`src/rtl/mips_fetch_pkg.sv`:
```
// Shared constants for the MIPS instruction fetch path: address and
// instruction widths, memory depth, fetch FSM state codes and the NOP word.
package mips_fetch_pkg;

  localparam int ADDR_W    = 10;
  localparam int INSTR_W   = 32;
  localparam int MEM_DEPTH = 81;
  localparam int CNT_W     = 16;

  localparam logic [1:0] ST_IDLE = 2'd0;
  localparam logic [1:0] ST_RUN  = 2'd1;
  localparam logic [1:0] ST_HALT = 2'd2;

  localparam logic [31:0] NOP_INSTR = 32'b0;

endpackage

```
`src/rtl/instruction_fetch_unit.sv`:
```
// Program counter and fetch sequencer sitting in front of the instruction
// memory. The memory has a one-cycle registered read, so every address
// issued here comes back as an instruction on the following cycle. The
// in-flight register remembers which address that returning word belongs to.
module instruction_fetch_unit #(
  parameter int ADDR_W    = mips_fetch_pkg::ADDR_W,
  parameter int INSTR_W   = mips_fetch_pkg::INSTR_W,
  parameter int MEM_DEPTH = mips_fetch_pkg::MEM_DEPTH,
  parameter int CNT_W     = mips_fetch_pkg::CNT_W
) (
  input  logic               clock,
  input  logic               reset_n,
  input  logic               start,
  input  logic [ADDR_W-1:0]  start_addr,
  input  logic               stall,
  input  logic               redirect,
  input  logic [ADDR_W-1:0]  redirect_addr,
  input  logic               halt_req,
  output logic [ADDR_W-1:0]  address,
  input  logic [INSTR_W-1:0] instrucao,
  output logic [INSTR_W-1:0] instr_out,
  output logic [ADDR_W-1:0]  instr_pc,
  output logic               instr_valid,
  output logic               busy,
  output logic               err,
  output logic [CNT_W-1:0]   instr_count
);

  import mips_fetch_pkg::*;

  localparam logic [ADDR_W-1:0] DEPTH_ADDR = ADDR_W'(MEM_DEPTH);
  localparam logic [ADDR_W-1:0] LAST_ADDR  = ADDR_W'(MEM_DEPTH - 1);

  logic [1:0]        state_q, state_d;
  logic [ADDR_W-1:0] pc_q, pc_d;
  logic [ADDR_W-1:0] inflight_pc_q, inflight_pc_d;
  logic              inflight_valid_q, inflight_valid_d;
  logic              err_q, err_d;
  logic [CNT_W-1:0]  count_q, count_d;

  logic start_oob;
  logic redirect_oob;

  assign start_oob    = (start_addr >= DEPTH_ADDR);
  assign redirect_oob = (redirect_addr >= DEPTH_ADDR);

  // Next fetch state: halt/range errors first, then redirect, then stall, then sequential advance.
  always_comb begin
    state_d          = state_q;
    pc_d             = pc_q;
    inflight_pc_d    = inflight_pc_q;
    inflight_valid_d = inflight_valid_q;
    err_d            = err_q;

    case (state_q)
      ST_RUN: begin
        if (halt_req) begin
          state_d          = ST_HALT;
          inflight_valid_d = 1'b0;
        end else if (redirect) begin
          inflight_valid_d = 1'b0;
          if (redirect_oob) begin
            state_d = ST_HALT;
            err_d   = 1'b1;
          end else begin
            pc_d = redirect_addr;
          end
        end else if (!stall) begin
          inflight_pc_d    = pc_q;
          inflight_valid_d = 1'b1;
          // The last word is fetched once; pc parks there instead of wrapping.
          if (pc_q >= LAST_ADDR) begin
            state_d = ST_HALT;
          end else begin
            pc_d = pc_q + ADDR_W'(1);
          end
        end
      end

      ST_IDLE, ST_HALT: begin
        if (start) begin
          inflight_valid_d = 1'b0;
          if (start_oob) begin
            state_d = ST_HALT;
            err_d   = 1'b1;
          end else begin
            state_d = ST_RUN;
            pc_d    = start_addr;
          end
        end else if (!stall) begin
          // A final instruction left over from end-of-memory drains once decode takes it.
          inflight_valid_d = 1'b0;
        end
      end

      default: begin
        state_d          = ST_IDLE;
        inflight_valid_d = 1'b0;
      end
    endcase
  end

  // Count instructions decode actually consumes; sticks at all-ones.
  always_comb begin
    count_d = count_q;
    if (inflight_valid_q && !stall && !redirect && (count_q != {CNT_W{1'b1}})) begin
      count_d = count_q + CNT_W'(1);
    end
  end

  // Fetch state registers, cleared immediately when reset_n drops.
  always_ff @(posedge clock or negedge reset_n) begin
    if (!reset_n) begin
      state_q          <= ST_IDLE;
      pc_q             <= '0;
      inflight_pc_q    <= '0;
      inflight_valid_q <= 1'b0;
      err_q            <= 1'b0;
      count_q          <= '0;
    end else begin
      state_q          <= state_d;
      pc_q             <= pc_d;
      inflight_pc_q    <= inflight_pc_d;
      inflight_valid_q <= inflight_valid_d;
      err_q            <= err_d;
      count_q          <= count_d;
    end
  end

  // While stalled, re-issue the held address so memory keeps presenting the same word.
  assign address     = (state_q == ST_RUN && stall && inflight_valid_q) ? inflight_pc_q : pc_q;
  assign instr_valid = inflight_valid_q;
  assign instr_pc    = inflight_pc_q;
  assign instr_out   = inflight_valid_q ? instrucao : INSTR_W'(NOP_INSTR);
  assign busy        = (state_q == ST_RUN);
  assign err         = err_q;
  assign instr_count = count_q;

endmodule
```
`config.mk`:
```
export PLATFORM = sky130hd
export DESIGN_NAME = instruction_fetch_unit
export DESIGN_NICKNAME = d
export VERILOG_FILES = /design/src/rtl/mips_fetch_pkg.sv /design/src/rtl/instruction_fetch_unit.sv
export SDC_FILE = /design/constraint.sdc
export NUM_CORES = 1
export LEC_CHECK = 0
export ABC_AREA = 1
export BUFFER_PORTS_ARGS = -buffer_cell sky130_fd_sc_hd__buf_2
export CORE_ASPECT_RATIO = 0.7
export CORE_MARGIN = 8
export CORE_UTILIZATION = 35
export DETAILED_ROUTE_END_ITERATION = 7
export GPL_TIMING_DRIVEN = 0
export MAX_ROUTING_LAYER = met4
export PLACE_DENSITY = 0.72
export SLEW_MARGIN = 5
export SYNTH_ARGS = -nofsm -noshare
export SYNTH_HDL_FRONTEND = slang
export SYNTH_SLANG_ARGS = --single-unit
```
`constraint.sdc`:
```
create_clock -name clock -period 1.4 [get_ports clock]
set_input_delay 0 -clock clock [delete_from_list [all_inputs] [get_ports clock]]
set_output_delay 0 -clock clock [all_outputs]
set_load 0.02 [all_outputs]
```
==> out/qor.yml, run 1 <==
die:
  die_height_um: 89.5
  initial_utilization: 0.365
  floorplan.core_area_sq_um: 7380
  design.die.area_sq_um: 10800
  rows: 26
  ioPinCount: 129
  chipWidth_um: 121
worst_setup_path:
  crit_top_cell: "sky130_fd_sc_hd__nor2_2"
  slowest_delay_ns: 0.42
  critPathCaptureType: "flop"
  worst_setup_path_start_kind: "flop"
  worst-setup-path-type: "flop to flop"
  worst_path_dominant_cell_family: "simple AND/OR/NAND/NOR gates"
  critPathBufInv: 1
  rr_worst_depth: 8
  data_required_time_of_the_critical_path_ns: 1.57
  crit_chain: "nand2_1 > nor2_2 > nand2_2 > nand3b_4 > nand2_8 > buf_8 > nor2_2 > xor2_1"
  timing.critical_path.arrival_ns: 1.71
  worst-path-stages: 8
  critical-path-slowest-cell: "sky130_fd_sc_hd__dfrtp_1"
  crit_path_max_fanout: 5
sta:
  finalCritPeriodShare: 1.10
  timing.final.ws_setup_ns: -0.137
  hold_slack_ns: 0.0337
  final.min_clock_period_ns: 1.54
  count_of_pins_over_their_slew_limit: 0
  final_hold_viol_count: 0
  final.setup_skew_ns: 0.0127
  max_clock_freq_ghz: 0.651
  setup_violations: 26
  tightest_slew_ns: 0.919
  slew_headroom: 0.387
  finalSetupTns_ns: -2.12
  grt_setup_unrepaired: "yes"
global_route:
  grt_usage: 0.187
  grt.overflow.total: 0
  grt_start_max_net_pins: 41
  grt_antenna_before_repair: 0
  grt_pass1_wl_mm: 16.0
  grt_pass1_vias: 3140
final_layout:
  num_antenna_cells: 0
  layout.cells.non_filler: 676
  drive_above_1_share: 0.471
  layout_area_overhead_pct: 68.7
  final_net_count: 638
  final_design_area_no_fill_sq_um: 4550
  layout.core_utilization: 0.616
clock_network:
  cts_root_buf: "sky130_fd_sc_hd__clkbuf_8"
  tritoncts: "done"
  numCtsBuffers: 5
  cts.clk_slew.worst_paths_ns: 0.09
  cts-htree-levels: 2
  clock-sinks: 40
  worstSkewPairLatency_ns: 0.29
  clk_path_buf_depth: 2
route:
  final_antenna_net_count: 0
  drt-wirelength-per-cell_um: 15.2
  vias_per_cell: 4.76
  drt-total-wl_mm: 10.3
  drt_first_pass_iters: 4
  initialDrtViolationCount: 172
  drc_errors: 0
  route.vias.total: 3220
synthesis:
  synth_adder_area_share: 0.0139
  synth-warning-count: 0
  yosysTopAreaCell: "sky130_fd_sc_hd__dfrtp_1"
  synth_sequential_area_ratio: 0.371
  yosys-top-cells-count: "129 x sky130_fd_sc_hd__nand2_1, 68 x sky130_fd_sc_hd__inv_1, 46 x sky130_fd_sc_hd__nor2_1"
  netlist.area_leader.share: 0.371
  async_flop_share: 1.00
  synth.cell_area_sq_um: 2700
  postSynthCellCount: 407
  yosysUniqueCellTypes: 29
  number_of_synthesized_register_bits: 40
  ys_top_cells_by_area: "sky130_fd_sc_hd__dfrtp_1 37%, sky130_fd_sc_hd__nand2_1 18%, sky130_fd_sc_hd__inv_1 9.5%"
  syn-mean-instance-area_sq_um: 6.63
  cell_with_the_most_instances_after_synthesis: "sky130_fd_sc_hd__nand2_1"
  dominant_combinational_cell_family_by_area_after_synthesis: "simple AND/OR/NAND/NOR gates"
  synthMuxAreaShare: 0
  ys_dominant_reg_cell: "sky130_fd_sc_hd__dfrtp_1"
  yosys.area_share.xor_xnor: 0.0487
  synth-compound-area-share: 0.0946
  synth_fp_nets: 468
  synth_enable_flop_cells: 0
  post_synth_and_or_nand_nor_area_fraction: 0.346
place:
  placement.setup.worst_slack_ns: -0.306
  portBuffers: 128
  dp_cells: 633
  place.detailed.hpwl_mm: 7.48
  dpl_cell_area_sq_um: 3510
  finalWeightedCongestion: 0.898
outcome:
  failed_checks: "negative setup slack"
  status: "finished with violations"
pwr:
  irDropWorstVdd_uv: 581
  finalPower_mw: 4.34
  power_density_nw_per_um2: 953
  power_leakage_nw: 2.59
hold_path:
  hold_path.class: "input pin to flop"
  timing.hold.worst_path_depth: 3
run:
  maxCapViolations: 0
## final timing paths
path	start	slack, ns	end
worst max-delay path	instr_count[7]	-0.14	instr_count[3]
worst min-delay path	stall	0.03	instr_valid
worst max register to register	instr_count[7]	-0.14	instr_count[3]
worst min register to register	err	0.48	err
max in group asynchronous	reset_n	0.38	instr_count[2]
min in group asynchronous	reset_n	0.39	instr_count[14]
## metal layers
layer / GRT usage / share of wire / up-vias
met5: - / 0 / -
met3: 0.0372 / 0.073 / 4
met1: 0.226 / 0.43 / 1511
li1: - / - / 1595
met2: 0.323 / 0.50 / 110
met4: 0.0316 / 0.0054 / 0
## cell type report
cell class | instances | area, sq um
multi-input cells | 285 | 1850
inverters | 71 | 288
fillers | 632 | 2830
clock buffers | 6 | 82.6
flip-flops and latches | 40 | 1010
repair buffers | 162 | 1050
well taps | 98 | 123
clock inverters | 2 | 10.0
plain buffers | 12 | 139
## power breakdown
part           internal (mW)  leakage (nW)  total (mW)  switching [mW]
clock                  0.394        0.0510       0.803           0.409
sequential              1.35         0.509        1.60           0.254
combinational          0.822          2.03        1.93            1.11
total                   2.56          2.59        4.34            1.78
## logic make-up after synthesis
kind of cell	count (synthesis)
AO/OA/AOI/OAI	45
XOR/XNOR	15
adder cells (fa/ha/maj)	3
buffers and inverters	84
flip-flops	40
AND/OR/NAND/NOR	220
## timing repair
item	4_1_cts	5_1_grt
buffers inserted	22	9
hold buffers	1	0
endpoints found under the hold margin	40	0
pin swaps	25	9
endpoints found under the setup margin	75	61
gates resized for setup	125	61
gates cloned	6	1
## tightest hold or removal path, delay by kind of cell
kind,cells,cell delay [ns]
buffers and inverters,1,0.15
and+or+nand+nor,1,0.08
AOI/OAI and AO/OA,1,0.05
## flip-flops by register name, indices dropped and copies added (netlist names)
| register | count |
|---|---|
| state_q | 2 |
| instr_count | 16 |
| pc_q | 10 |
| instr_valid | 1 |
| err | 1 |
| instr_pc | 10 |
## cell usage in the layout, fill, tap and decap left out, types with 10 or more instances in the layout
cell type                 netlist  final
sky130_fd_sc_hd__nor2_1        46     26
sky130_fd_sc_hd__a21oi_4        0     10
sky130_fd_sc_hd__buf_4          0     30
sky130_fd_sc_hd__nand3_1       21     17
sky130_fd_sc_hd__xor2_1        14     12
sky130_fd_sc_hd__nor2_4         0     17
sky130_fd_sc_hd__buf_6          3     19
sky130_fd_sc_hd__o21ai_0       15     10
sky130_fd_sc_hd__nand2_1      129    113
sky130_fd_sc_hd__buf_2          2    114
sky130_fd_sc_hd__dfrtp_1       40     35
sky130_fd_sc_hd__nand2_2        2     13
sky130_fd_sc_hd__inv_1         68     62
Power figures use the tool's default switching activity.
==> run 2: changes to the inputs <==
CTS_BUF_LIST = sky130_fd_sc_hd__clkbuf_4   (was unset)
PLACE_DENSITY = 0.69   (was 0.72)
clock period = 1.8 ns   (was 1.4 ns; I/O delays follow)
==> out/qor.yml, run 2 (synthesis gave the netlist of run 1 again) <==
outcome:
  status: "complete, no violations"
pwr:
  power_density_nw_per_um2: 788  # -17%
  irDropWorstVdd_uv: 432  # -26%
  power_leakage_nw: 2.30  # -11%
route:
  final_antenna_net_count: 0  # unchanged
  drc_errors: 0  # unchanged
  initialDrtViolationCount: 184  # +7.0%
  drt-wirelength-per-cell_um: 13.8  # -8.8%
  drt-total-wl_mm: 8.92  # -13%
  route.vias.total: 3004  # -6.7%
  drt_first_pass_iters: 4  # unchanged
  vias_per_cell: 4.66  # -2.2%
die:
  design.die.area_sq_um: 10800  # unchanged
  rows: 26  # unchanged
  chipWidth_um: 121  # unchanged
  initial_utilization: 0.365  # unchanged
  floorplan.core_area_sq_um: 7380  # unchanged
  die_height_um: 89.5  # unchanged
  ioPinCount: 129  # unchanged
clock_network:
  post_cts_setup_buffer_count: 0  # -100%
  cts_root_buf: "sky130_fd_sc_hd__clkbuf_4"
  tritoncts: "done"
  numCtsBuffers: 5  # unchanged
  clock-sinks: 40  # unchanged
  cts-htree-levels: 2  # unchanged
  cts.clk_slew.worst_paths_ns: 0.12  # +0.03 ns
  worstSkewPairLatency_ns: 0.33  # +0.04 ns
  clk_path_buf_depth: 2  # unchanged
final_layout:
  largest_register_ff_count: 16  # unchanged
  mostFrequentLayoutCells: "129 x sky130_fd_sc_hd__nand2_1, 128 x sky130_fd_sc_hd__buf_2, 68 x sky130_fd_sc_hd__inv_1, 46 x sky130_fd_sc_hd__nor2_1, 39 x sky130_fd_sc_hd__dfrtp_1"
  final_net_count: 607  # -4.9%
  num_antenna_cells: 0  # unchanged
  layout.area.seq_sq_um: 1000  # -0.50%
  drive_above_1_share: 0.298  # -0.173
  most_frequent_standard_cell_in_the_layout_excluding_fill_and_tap_cells: "sky130_fd_sc_hd__nand2_1"
  layout.core_utilization: 0.489  # -0.127
  filler_cell_count: 762  # +21%
  multi_input_comb_area_sq_um: 1380  # -26%
  layout_area_overhead_pct: 33.9
sta:
  final.setup_skew_ns: 0.00956  # -0.00310 ns
  final_hold_viol_count: 0  # unchanged
  slew_headroom: 0.410  # +0.0231
  final.min_clock_period_ns: 1.69
  tightest_slew_ns: 0.885  # -0.0346 ns
  finalCritPeriodShare: 0.940
  setup_violations: 0  # -100%
  max_clock_freq_ghz: 0.591
  finalSetupTns_ns: 0  # +2.12 ns
  grt_setup_unrepaired: "no"
  count_of_pins_over_their_slew_limit: 0  # unchanged
worst_setup_path:
  reg2reg_slack_ns: 0.13  # +0.27 ns
  worst_setup_path_start_kind: "flop"
  rr_endpoint: "instr_count[3]"
  regToRegStartpoint: "instr_count[0]"
  timing.critical_path.arrival_ns: 1.69  # -0.02 ns
  startpoint: "state_q[0]"
  critPathCaptureType: "primary output"
  worst_setup_path_endpoint: "address[4]"
  data_required_time_of_the_critical_path_ns: 1.80  # +0.23 ns
  crit_path_max_fanout: 10  # +5
  rr_worst_depth: 9  # +1
  worst-setup-path-type: "flop to primary output"
place:
  portBuffers: 128  # unchanged
  place.detailed.hpwl_mm: 7.51  # +0.42%
  finalWeightedCongestion: 0.896  # -0.19%
run:
  maxCapViolations: 0  # unchanged
hold_path:
  hold_path.class: "input pin to flop"
global_route:
  grt_start_max_net_pins: 41  # unchanged
  grt.overflow.total: 0  # unchanged
  grt_antenna_before_repair: 0  # unchanged
  grt_pass1_vias: 2837  # -9.6%
  grt_usage: 0.163  # -0.0245
  grt_pass1_wl_mm: 13.9  # -13%
run 2: cell count changes in the layout (fill, tap and decap cells not counted), moves of 7 or more:
cell	change
sky130_fd_sc_hd__nand2_2	-12
sky130_fd_sc_hd__a21oi_4	-10
sky130_fd_sc_hd__nor2_1	+20
sky130_fd_sc_hd__buf_4	-27
sky130_fd_sc_hd__nand2_1	+16
sky130_fd_sc_hd__buf_6	-16
sky130_fd_sc_hd__nor2_4	-17
sky130_fd_sc_hd__buf_2	+14
sky130_fd_sc_hd__a21oi_1	+7
run 2: layout make-up:
| class | count | share of cell area |
|---|---|---|
| timing repair buffer | 132 | 0.190 |
| buffer | 13 | 0.0215 |
| multi-input combinational | 283 | 0.381 |
| inverter | 71 | 0.0738 |
| clock buffer | 6 | 0.0125 |
| tap | 98 | 0.0339 |
| clock inverter | 2 | 0.00970 |
| sequential | 40 | 0.277 |
run 2: worst min path at each step:
| stage | depth (start not counted) | slack [ns] | endpoint | start |
|---|---|---|---|---|
| final | 5 | 0.01 | pc_q[6] | start_addr[6] |
| after detailed placement | 1 | 0.18 | instr_count[5] | reset_n |
| after global routing | 5 | 0.05 | pc_q[3] | start_addr[3] |
| after CTS | 5 | 0.009 | pc_q[6] | start_addr[6] |
| after floorplan | 0 | -0.30 | err | reset_n |
| after global placement | 1 | 0.19 | instr_count[5] | reset_n |
run 2: report_power, final:
part | internal [mW] | total [mW] | switching (mW)
Sequential | 1.04 | 1.20 | 0.160
Combinational | 0.367 | 1.05 | 0.688
Clock | 0.307 | 0.593 | 0.286
Total | 1.71 | 2.85 | 1.13
run 2: metal layers:
metal  vias up  wire length, um  global-route usage
li1       1529                -                   -
met1      1358             3890               0.195
met2       113             4190               0.280
met3         4              772              0.0341
met4         0               70              0.0327
met5         -                0                   -
run 2: critical path, stage by stage, from the launching register on:
cell                      delay [ns]
sky130_fd_sc_hd__dfrtp_1        0.40
sky130_fd_sc_hd__buf_6          0.14
sky130_fd_sc_hd__nand2_4        0.10
sky130_fd_sc_hd__inv_1          0.07
sky130_fd_sc_hd__nand3_1        0.08
sky130_fd_sc_hd__buf_4          0.18
sky130_fd_sc_hd__nor2_1         0.05
sky130_fd_sc_hd__a21oi_1        0.15
sky130_fd_sc_hd__buf_2          0.19
run 2: what timing repair did:
action,in CTS,in global routing
setup endpoints to repair,10,22
gates resized for setup,3,9
hold buffers,4,0
hold endpoints to repair,42,0
run 2: through the flow:
step                power (mW)  setup slack (ns)  instance area, sq um  std cells  hold slack [ns]
floorplan                 1.84             0.180                  2700        407           -0.296
global placement          2.24             0.153                  3460        633            0.187
detailed placement        2.26             0.138                  3460        633            0.183
CTS                       2.87           0.00316                  3590        645          0.00902
global route              3.05          0.000868                  3610        645           0.0498
finish                    2.85             0.107                  3610        645           0.0150
==> run 3: changes to the inputs <==
SETUP_SLACK_MARGIN = 0.2   (was unset)
==> out/qor.yml, run 3 (synthesis gave the netlist of run 1 again) <==
die:
  die_height_um: 89.5  # unchanged
  initial_utilization: 0.365  # unchanged
  floorplan.core_area_sq_um: 7380  # unchanged
  chipWidth_um: 121  # unchanged
  design.die.area_sq_um: 10800  # unchanged
  rows: 26  # unchanged
  ioPinCount: 129  # unchanged
sta:
  finalCritPeriodShare: 0.890  # -0.0500
  setup_violations: 0  # unchanged
  final_hold_viol_count: 0  # unchanged
  final.min_clock_period_ns: 1.60  # -0.0899 ns
  grt_setup_unrepaired: "yes"
  tightest_slew_ns: 0.923  # +0.0379 ns
  count_of_pins_over_their_slew_limit: 0  # unchanged
  slew_headroom: 0.385  # -0.0252
  timing.final.ws_setup_ns: 0.197  # +0.0899 ns
  max_clock_freq_ghz: 0.624  # +5.6%
  finalSetupTns_ns: 0  # unchanged
  final.setup_skew_ns: 0.0231  # +0.0135 ns
worst_setup_path:
  crit_path_max_fanout: 5  # -5
  critPathCaptureType: "primary output"
  critPathBufInv: 4  # unchanged
  worst_path_dominant_cell_family: "buffers and inverters"
  crit_chain: "inv_2 > nand2_8 > inv_4 > nand3_4 > buf_8 > a21oi_4 > buf_6"
  worst_setup_path_start_kind: "flop"
  slowest_delay_ns: 0.42  # +0.02 ns
  data_required_time_of_the_critical_path_ns: 1.80  # about the same
  worst-setup-path-type: "flop to primary output"
  timing.critical_path.arrival_ns: 1.60  # -0.09 ns
  critical-path-slowest-cell: "sky130_fd_sc_hd__dfrtp_1"
global_route:
  grt_start_max_net_pins: 41  # unchanged
  grt.overflow.total: 0  # unchanged
  grt_pass1_wl_mm: 14.2  # +2.1%
  grt_antenna_before_repair: 0  # unchanged
  grt_usage: 0.167  # +0.00419
  grt_pass1_vias: 2945  # +3.8%
place:
  dp_cells: 633  # unchanged
  placement.setup.worst_slack_ns: 0.154  # +0.0161 ns
  portBuffers: 128  # unchanged
  place.detailed.hpwl_mm: 7.09  # -5.6%
  finalWeightedCongestion: 0.883  # -1.5%
clock_network:
  numCtsBuffers: 5  # unchanged
  clk_path_buf_depth: 2  # unchanged
  cts_root_buf: "sky130_fd_sc_hd__clkbuf_4"
  cts-htree-levels: 2  # unchanged
  clock-sinks: 40  # unchanged
  worstSkewPairLatency_ns: 0.35  # +0.02 ns
  cts.clk_slew.worst_paths_ns: 0.13  # about the same
  tritoncts: "done"
final_layout:
  multi_input_comb_area_sq_um: 1640  # +19%
  most_frequent_standard_cell_in_the_layout_excluding_fill_and_tap_cells: "sky130_fd_sc_hd__nand2_1"
  drive_above_1_share: 0.383  # +0.0850
  num_antenna_cells: 0  # unchanged
  mostFrequentLayoutCells: "126 x sky130_fd_sc_hd__nand2_1, 120 x sky130_fd_sc_hd__buf_2, 64 x sky130_fd_sc_hd__inv_1, 37 x sky130_fd_sc_hd__dfrtp_1, 31 x sky130_fd_sc_hd__nor2_1"
  layout.cells.non_filler: 662  # +2.6%
  final_net_count: 624  # +2.8%
  layout_area_overhead_pct: 51.2
  filler_cell_count: 693  # -9.1%
  layout.area.seq_sq_um: 1000  # +0.25%
  largest_register_ff_count: 16  # unchanged
hold_path:
  hold_path.class: "input pin to flop"
outcome:
  status: "complete, no violations"
route:
  drt-wirelength-per-cell_um: 14.4  # +3.8%
  drt_first_pass_iters: 4  # unchanged
  route.vias.total: 3105  # +3.4%
  vias_per_cell: 4.69  # +0.71%
  drc_errors: 0  # unchanged
  drt-total-wl_mm: 9.51  # +6.6%
  final_antenna_net_count: 0  # unchanged
  initialDrtViolationCount: 154  # -16%
run:
  maxCapViolations: 0  # unchanged
pwr:
  power_density_nw_per_um2: 730  # -7.4%
  irDropWorstVdd_uv: 366  # -15%
  power_leakage_nw: 2.39  # +4.0%
[run 3: report_power, final]
part	total, mW	switching (mW)	leakage, nW	internal, mW
logic	1.34	0.795	1.84	0.542
clock network	0.440	0.296	0.0324	0.144
registers	1.20	0.159	0.512	1.04
total	2.98	1.25	2.39	1.73
[run 3: stage by stage]
step           power, mW  hold slack (ns)  cell area [sq um]  utilization
3_5_place_dp        2.27            0.189               3460        0.469
3_3_place_gp        2.23            0.185               3460        0.469
4_1_cts             2.82          0.00749               3730        0.505
2_1_floorplan       1.84           -0.296               2700            -
5_1_grt             3.18           0.0290               4080        0.552
6_report            2.98           0.0211               4080        0.552
[run 3: worst reg2reg max path: stages, from the launching register on]
cell	delay, ns
sky130_fd_sc_hd__dfrtp_1	0.39
sky130_fd_sc_hd__buf_6	0.14
sky130_fd_sc_hd__nor3b_2	0.17
sky130_fd_sc_hd__nand2_1	0.11
sky130_fd_sc_hd__dlygate4sd3_1	0.57
sky130_fd_sc_hd__o21ai_1	0.12
[run 3: worst paths after layout]
kind | from | endpoint | slack, ns | cells past startpoint
setup / recovery | state_q[1] | address[0] | 0.20 | 7
hold / removal | redirect_addr[9] | state_q[1] | 0.02 | 5
setup reg to reg | state_q[0] | state_q[0] | 0.23 | 5
hold reg to reg | err | err | 0.49 | 1
max in group asynchronous | reset_n | instr_count[1] | 0.86 | 2
min in group asynchronous | reset_n | instr_count[11] | 0.31 | 2
[run 3: final cells by class]
class	instances	share of cell area
plain buffers	13	0.0252
clock inverters	3	0.00338
inverters	71	0.0666
well taps	98	0.0301
flip-flops and latches	40	0.246
repair buffers	148	0.217
multi-input cells	284	0.402
clock buffers	5	0.00921
[run 3: layer usage]
metal	wire length, um	vias to the layer above	GRT usage
met4	129	0	0.0542
li1	-	1569	-
met1	3920	1417	0.203
met3	840	12	0.0454
met2	4610	107	0.266
met5	0	-	-
[run 3: timing repair]
action,4_1_cts,5_1_grt
pin swaps,0,13
hold endpoints to repair,42,0
hold buffers,6,0
gates cloned,3,1
gates resized for setup,31,78
setup endpoints to repair,24,66
setup buffers,4,7
